## config.mk

```make
export PLATFORM = sky130hd
export DESIGN_NAME = detect_direction_core
export DESIGN_NICKNAME = d
export VERILOG_FILES = /design/src/rtl/detect_direction_core.sv
export SDC_FILE = /design/constraint.sdc
export NUM_CORES = 1
export LEC_CHECK = 0
export ABC_AREA = 1
export CAP_MARGIN = 20
export CORE_ASPECT_RATIO = 2
export CORE_UTILIZATION = 40
export DETAILED_ROUTE_END_ITERATION = 6
export GPL_ROUTABILITY_DRIVEN = 0
export RECOVER_POWER = 100
export SLEW_MARGIN = 10
export SYNTH_ARGS = -nofsm -noshare
export SYNTH_HDL_FRONTEND = slang
export SYNTH_SLANG_ARGS = --single-unit
```

## constraint.sdc

```tcl
create_clock -name clk -period 74.9 [get_ports clk]
set_input_delay 11.235 -clock clk [delete_from_list [all_inputs] [get_ports clk]]
set_output_delay 11.235 -clock clk [all_outputs]
set_load 0.005 [all_outputs]
```

## src/rtl/detect_direction_core.sv

```systemverilog
// Red-object heading estimator: snoops pixel reads of a frame buffer and reports
// the mean column of red pixels as 0..FOV at each frame end. Optional: DETECT_DIRECTION_HOLD_EN.
module detect_direction_core #(
  parameter int IMAGE_WIDTH   = 320,
  parameter int IMAGE_HEIGHT  = 240,
  parameter int ADDR_BITS     = $clog2(IMAGE_WIDTH*IMAGE_HEIGHT),
  parameter int NUM_DIVISIONS = 3,
  parameter int FOV           = 25,
  parameter int MAX_SUM       = 12249600,
  parameter int THRESHOLD     = 4
) (
  input  logic                              clk,
  input  logic                              reset,
  input  logic [ADDR_BITS-1:0]              rdaddress,
  input  logic [11:0]                       rddata,
  output logic signed [$clog2(FOV)+1-1:0]   direction
);

  localparam int SUM_BITS  = $clog2(MAX_SUM+1);
  localparam int CNT_BITS  = ADDR_BITS + 1;
  localparam int DIR_BITS  = $clog2(FOV) + 1;
  localparam int DIV_BITS  = (SUM_BITS > CNT_BITS) ? SUM_BITS : CNT_BITS;
  localparam int PROD_BITS = DIV_BITS + $clog2(FOV+1);
  localparam int PIXELS    = IMAGE_WIDTH * IMAGE_HEIGHT;

  localparam logic [ADDR_BITS:0]   PIX_LIM = (ADDR_BITS+1)'(PIXELS);
  localparam logic [ADDR_BITS-1:0] WIDTH_A = ADDR_BITS'(IMAGE_WIDTH);
  localparam logic [4:0]           TH5     = 5'(THRESHOLD);

  // NUM_DIVISIONS is carried only so existing instantiations keep elaborating.
  if (NUM_DIVISIONS < 0) begin : g_num_div_unused
  end

  logic [SUM_BITS-1:0]  sum;
  logic [CNT_BITS-1:0]  count;
  logic                 prev_nz;

  logic                 addr_zero;
  logic                 in_range;
  logic                 is_red;
  logic                 accept;
  logic                 frame_end;
  logic [ADDR_BITS-1:0] col;

  logic [DIV_BITS-1:0]  cnt_div;
  logic [DIV_BITS-1:0]  avg;
  logic [PROD_BITS-1:0] prod;
  logic [PROD_BITS-1:0] heading;
  logic [DIR_BITS-1:0]  dir_calc;

  always_comb begin
    addr_zero = (rdaddress == '0);
    in_range  = ({1'b0, rdaddress} < PIX_LIM);
    is_red    = ({1'b0, rddata[11:8]} > ({1'b0, rddata[7:4]} + TH5)) &&
                ({1'b0, rddata[11:8]} > ({1'b0, rddata[3:0]} + TH5));
    accept    = !addr_zero && in_range && is_red;
    frame_end = addr_zero && prev_nz;
    col       = rdaddress % WIDTH_A;
  end

  // Divisor is forced to 1 when empty so the datapath never divides by zero;
  // the result is discarded in that case anyway.
  always_comb begin
    cnt_div  = (count == '0) ? DIV_BITS'(1) : DIV_BITS'(count);
    avg      = DIV_BITS'(sum) / cnt_div;
    prod     = PROD_BITS'(avg) * PROD_BITS'(FOV);
    heading  = prod / PROD_BITS'(IMAGE_WIDTH - 1);
    dir_calc = DIR_BITS'(heading);
  end

  always_ff @(posedge clk) begin
    if (reset) begin
      direction <= '1;
      sum       <= '0;
      count     <= '0;
      prev_nz   <= 1'b0;
    end else begin
      prev_nz <= !addr_zero;
      if (addr_zero) begin
        sum   <= '0;
        count <= '0;
        if (frame_end) begin
          if (count != '0) begin
            direction <= dir_calc;
          end else begin
`ifdef DETECT_DIRECTION_HOLD_EN
            direction <= direction;
`else
            direction <= '1;
`endif
          end
        end
      end else if (accept) begin
        count <= count + CNT_BITS'(1);
        sum   <= sum + SUM_BITS'(col);
      end
    end
  end

endmodule

```

# After elaboration in Yosys (flattened, before gate mapping)

Index checks and enable logic that the tools add are counted.

Logic and storage cells: 27
Memory bits (read-only): 0
Bits in writable memories: 0
Input port bits: 31
Output and inout port bits: 6
Memories: 0
Bits in registers: 49
Latch bits: 0

Bitwise gates (word level): 0
Multiply operators: 1
Equality and inequality tests: 0
Shift operators: 0
$lt $le $gt $ge: 3
Reduce and logical (&&, ||, !) cells: 10
$add $sub $neg: 4
Muxes and demuxes: 2
Div/mod/pow operators: 3

Operator list:

| operator                                                              | count |
|---|---|
| 29-bit by 9-bit divider with 29-bit output (second input constant)    | 1 |
| 24-bit by 5-bit multiplier with 29-bit output (second input constant) | 1 |
| 24-bit by 17-bit adder with 24-bit output                             | 1 |
| 24-bit by 24-bit divider with 24-bit output                           | 1 |
| 18-bit by 1-bit adder with 18-bit output (second input constant)      | 1 |
| 18-bit zero test                                                      | 1 |
| 18-bit two-way mux                                                    | 1 |
| 18-bit nonzero test                                                   | 1 |
| 17-bit zero test                                                      | 1 |
| 17-bit < comparator (second input constant)                           | 1 |
| 17-bit by 9-bit modulo with 17-bit output (second input constant)     | 1 |
| 4-bit by 3-bit adder with 5-bit output (second input constant)        | 2 |
| 4-bit by 5-bit greater-than comparator with 1-bit output              | 2 |
| 6-bit two-way mux                                                     | 1 |
| 1-bit logical AND                                                     | 4 |
| 2-bit AND reduction                                                   | 1 |
| 2-bit OR reduction                                                    | 1 |
| 1-bit zero test                                                       | 1 |

# Longest topological paths before layout

Depth after elaboration: 6
Mapped depth: 644
Gate-level depth less buffers: 611

# Worst setup path after synthesis

No wires, ideal clock.

Path kind: reg2reg
Start point: register count[0]
End point: register direction[0]
Cell stages (with the launch flop): 595
Setup slack: 3.198 ns
Data required time: 74.785 ns
Arrival time: 71.588 ns
Buffers on the path: 49
Setup time: 0.115 ns
Clock period less this slack: 71.702 ns
Cells stage by stage: dfxtp_1 -> bufinv_8 -> ha_1 -> nand2_1 -> nor2_2 -> nand2_4 -> nand2_1 -> nand2_1 -> nor2_1 -> nand4_1 -> nand2_1 -> ha_1 -> o21ai_1 -> inv_1 -> or2_2 -> nand4_1 -> nand3_1 -> and2_1 -> [559 not listed] -> nand3_4 -> nor2_2 -> nand2_2 -> nor2_4 -> nand2_1 -> nor2_4 -> nand2_4 -> buf_6 -> nand2_1 -> nand2_1 -> nand2_1 -> nand2_1 -> nor2_1 -> nand2_1 -> nor2_1 -> nand2_1 -> nand2_1 -> nand2_1

Longest elaborated chain between the ends: 6
Elaborated cells between the ends (all ways): 7
Those cells by class: mul: 1; div: 2; mux: 2; reduce/logical: 2

Ends and longest elaborated chain:

| element                                       | line | source |
|---|---|---|
| start: declaration                            | 35   | `logic [CNT_BITS-1:0] count;` |
| start signal: assignment                      | 94   | `count <= count + CNT_BITS'(1);` |
| 18-bit zero test                              | 64   | `cnt_div = (count == '0) ? DIV_BITS'(1) : DIV_BITS'(count);` |
| 18-bit two-way mux                            | 64   |  |
| 24-bit by 24-bit divider with 24-bit output   | 65   | `avg = DIV_BITS'(sum) / cnt_div;` |
| 24-bit by 5-bit multiplier with 29-bit output | 66   | `prod = PROD_BITS'(avg) * PROD_BITS'(FOV);` |
| 29-bit by 9-bit divider with 29-bit output    | 67   | `heading = prod / PROD_BITS'(IMAGE_WIDTH - 1);` |
| 6-bit two-way mux *                           | 83   | `if (count != '0) begin` |
| end signal: assignment                        | 84   | `direction <= dir_calc;` |
| end: declaration                              | 16   | `output logic signed [$clog2(FOV)+1-1:0] direction` |

Every way passes the cells marked *; elsewhere a longest branch is shown, timed or not.
A chain may end at the register's enable or synchronous reset.

# Final worst setup path

Ends and elaborated chain as after synthesis.

==> summary.json <==
{
  "floorplan": {
    "initial_core_util_pct": 40.3,
    "core_sq_um": 89000,
    "io-pin-count": 37,
    "fp.dieArea_sq_um": 90900,
    "cell_row_count": 155,
    "die_span_in_y_microns": 425,
    "fp.dieW_microns": 214
  },
  "setup_path": {
    "crit_required_ns": 75.10,
    "end_kind": "flop",
    "critical_path.max_fanout": 14,
    "crit-reg2reg-launch": "count[0]$_SDFFE_PP0P_",
    "cp_common_cell": "sky130_fd_sc_hd__nand2_1",
    "max_stage_delay_ns": 0.50,
    "cp.arrival_ns": 70.49,
    "cp-start-kind": "flop",
    "critPathSlowestCell": "sky130_fd_sc_hd__fa_1",
    "startpoint": "count[0]$_SDFFE_PP0P_",
    "timing_worst_setup_path_type": "reg2reg"
  },
  "synth": {
    "synth_simple_gate_area_share_pct": 50.3,
    "ys_warn_count": 0,
    "dominantRegCellSynth": "sky130_fd_sc_hd__dfxtp_1",
    "seq_area_frac_synth_pct": 2.74,
    "postSynth.asyncResetShare_pct": 0,
    "synth_edf_count": 0,
    "ys_top_cells_by_area": "sky130_fd_sc_hd__nand2_1 (16%), sky130_fd_sc_hd__ha_1 (13%), sky130_fd_sc_hd__inv_1 (7.3%)",
    "postSynthCellCount": 5987,
    "synth_compound_gate_area_share_pct": 12.1,
    "synth_top_family_by_area": "simple AND/OR/NAND/NOR gates",
    "synthDominantCellAreaShare_pct": 15.6,
    "ys_seq_elements": 49,
    "synth.cell_area_sq_um": 35900,
    "synth.avg_cell_area_sq_um": 5.99,
    "synthAdderAreaFrac_pct": 14.5,
    "yosysTopAreaCell": "sky130_fd_sc_hd__nand2_1",
    "synth.area.mux_share_pct": 0,
    "post_synth_xor_area_fraction_pct": 8.10,
    "synthDistinctLibCells": 83
  },
  "cts": {
    "tritoncts": "built",
    "clock_sinks": 49,
    "clock_path_buffers": 2,
    "worstSkewPairLatency_ns": 0.32,
    "clock_tree.root_cell": "sky130_fd_sc_hd__clkbuf_16",
    "h-tree-depth": 2,
    "tritoncts_buffers": 5,
    "cts_hold_buf": 0,
    "clkSlewWorstSetupHoldPaths_ns": 0.08
  },
  "sta": {
    "fin_crit_ns": 70.29,
    "achievable-frequency_mhz": 14.2,
    "maxSlewHeadroom_pct": 20.6,
    "drv_slew": 0,
    "final-hold-violation-count": 0,
    "hold_ws_ns": 0.485,
    "setup_viol": 0,
    "worst_clock_skew_ns": 0.0191,
    "timing.final.crit_share_pct": 93.8,
    "worst_slew_pin_slew_ns": 1.18
  },
  "routing": {
    "firstDrtPassIters": 5,
    "dr_total_vias": 41132,
    "drt_wl_total_microns": 132000,
    "vias_per_cell": 5.43,
    "route.layer.met1.wl_microns": 41500,
    "wl_met3_microns": 3970,
    "dr.first_iter.drc_count": 1977,
    "route.antenna.remaining_nets": 0,
    "remaining_drc_errors": 0,
    "met2RoutedLength_microns": 73500,
    "avgRoutedWirePerCell_microns": 17.4,
    "highest_layer": "met4"
  },
  "final_layout": {
    "n_fill_cell": 9120,
    "layout.cells.most_common_list": "sky130_fd_sc_hd__nand2_1 (1421), sky130_fd_sc_hd__inv_1 (676), sky130_fd_sc_hd__nand3_1 (467)",
    "layout.cells.most_common": "sky130_fd_sc_hd__nand2_1",
    "layout-drive-gt1-share_pct": 27.2,
    "final_nets": 6836,
    "n_antenna_cell": 0,
    "area.growth.synth_to_final_pct": 20.6
  },
  "place": {
    "dp.final_hpwl_microns": 105000,
    "numPortBuffers": 36
  },
  "min_path": {
    "min_path_type": "reg2reg",
    "worstHoldStart": "direction[2]$_SDFFE_PP1P_"
  },
  "global_routing": {
    "wire_length_of_the_first_global_routing_pass_microns": 193000,
    "grt_max_degree": 37,
    "grt_pass1_vias": 38951,
    "antenna_violations_before_repair": 0,
    "grt_use_total_pct": 26.9,
    "overflow": 0
  },
  "run_status": {
    "status": "finished clean"
  },
  "run": {
    "drv.max_cap_violation_count": 0
  }
}
-- logic make-up (layout without fill, tap and decap cells) --
family / count (synthesis) / count (layout)
AO/OA/AOI/OAI: 743 / 743
AND/OR/NAND/NOR: 3507 / 3551
other: 1 / 8
flip-flops: 49 / 49
buffers and inverters: 954 / 1319
adder cells (fa/ha/maj): 403 / 403
XOR/XNOR: 330 / 330
-- per-stage QoR --
stage	util (%)	cells	cell area (sq um)	TNS (ns)	setup WS, ns
6_report	48.6	7580	43200	0	4.61
5_1_grt	48.6	7580	43200	-1.84	-0.995
4_1_cts	43.2	7299	38400	0	0.00543
3_5_place_dp	42.7	7275	38000	-5.55	-2.53
3_3_place_gp	42.7	7274	38000	-2.38	-1.35
2_1_floorplan	-	5994	35900	0	3.20
-- cell usage after synthesis, types with 24 or more instances --
| cell | number |
|---|---|
| sky130_fd_sc_hd__nand2_1 | 1492 |
| sky130_fd_sc_hd__nor2_4 | 46 |
| sky130_fd_sc_hd__or2_2 | 44 |
| sky130_fd_sc_hd__nor3_1 | 64 |
| sky130_fd_sc_hd__ha_1 | 383 |
| sky130_fd_sc_hd__o21ai_0 | 275 |
| sky130_fd_sc_hd__nor2_2 | 97 |
| sky130_fd_sc_hd__inv_1 | 693 |
| sky130_fd_sc_hd__xor2_1 | 200 |
| sky130_fd_sc_hd__clkbuf_1 | 53 |
| sky130_fd_sc_hd__dfxtp_1 | 49 |
| sky130_fd_sc_hd__o21ai_1 | 38 |
| sky130_fd_sc_hd__nand2_4 | 132 |
| sky130_fd_sc_hd__xnor2_1 | 128 |
| sky130_fd_sc_hd__a21oi_1 | 237 |
| sky130_fd_sc_hd__a21oi_2 | 24 |
| sky130_fd_sc_hd__nand3_2 | 81 |
| sky130_fd_sc_hd__nand4_1 | 148 |
| sky130_fd_sc_hd__nand2_2 | 277 |
| sky130_fd_sc_hd__o21bai_1 | 48 |
| sky130_fd_sc_hd__nor2_1 | 497 |
| sky130_fd_sc_hd__nor4_1 | 24 |
| sky130_fd_sc_hd__nand3_1 | 504 |
| sky130_fd_sc_hd__inv_2 | 90 |
-- area by class of cell --
type | instances | area (sq um) | share of cell area [%]
multi-input cells | 5035 | 33400 | 77.2
repair buffers | 488 | 4060 | 9.38
inverters | 823 | 3200 | 7.41
well taps | 1177 | 1470 | 3.41
flip-flops and latches | 49 | 982 | 2.27
clock buffers | 7 | 133 | 0.307
clock inverters | 1 | 7.51 | 0.0174
-- worst paths after layout --
kind / to / slack (ns) / cells after the start
worst max register to register: direction[0]$_SDFFE_PP1P_ / 4.61 / 569
worst min register to register: direction[2]$_SDFFE_PP1P_ / 0.49 / 2
worst min-delay path: direction[2]$_SDFFE_PP1P_ / 0.49 / 2
worst max-delay path: direction[0]$_SDFFE_PP1P_ / 4.61 / 569
-- per-layer routing --
| layer | vias to the layer above | track usage [%] |
|---|---|---|
| li1 | 20357 | - |
| met1 | 18856 | 22.0 |
| met3 | 694 | 2.14 |
| met2 | 1225 | 55.7 |
| met4 | 0 | 22.5 |
| met5 | - | 0 |
-- worst max-delay path, delay by kind of cell (launching register included) --
| family | cells | cell delay (ns) |
|---|---|---|
| buffers and inverters | 73 | 8.12 |
| and+or+nand+nor | 328 | 33.06 |
| DFF | 1 | 0.34 |
| AOI/OAI and AO/OA | 136 | 19.78 |
| adders and majority gates | 29 | 8.16 |
| xor gates and xnor gates | 3 | 0.48 |
-- registers in the layout, indices dropped and copies added (netlist names) --
register / flops
sum: 24
count: 18
direction: 6
prev_nz: 1
-- repair_timing --
action,in CTS,in global routing
pin swaps,9,277
resized for setup,30,564
setup endpoints to repair,3,6
hold endpoints to repair,0,0
setup buffers,8,240
gates cloned,8,40
Power is not shown: default switching activity piles up to over one toggle a cycle in this logic, so the estimate is an artifact.
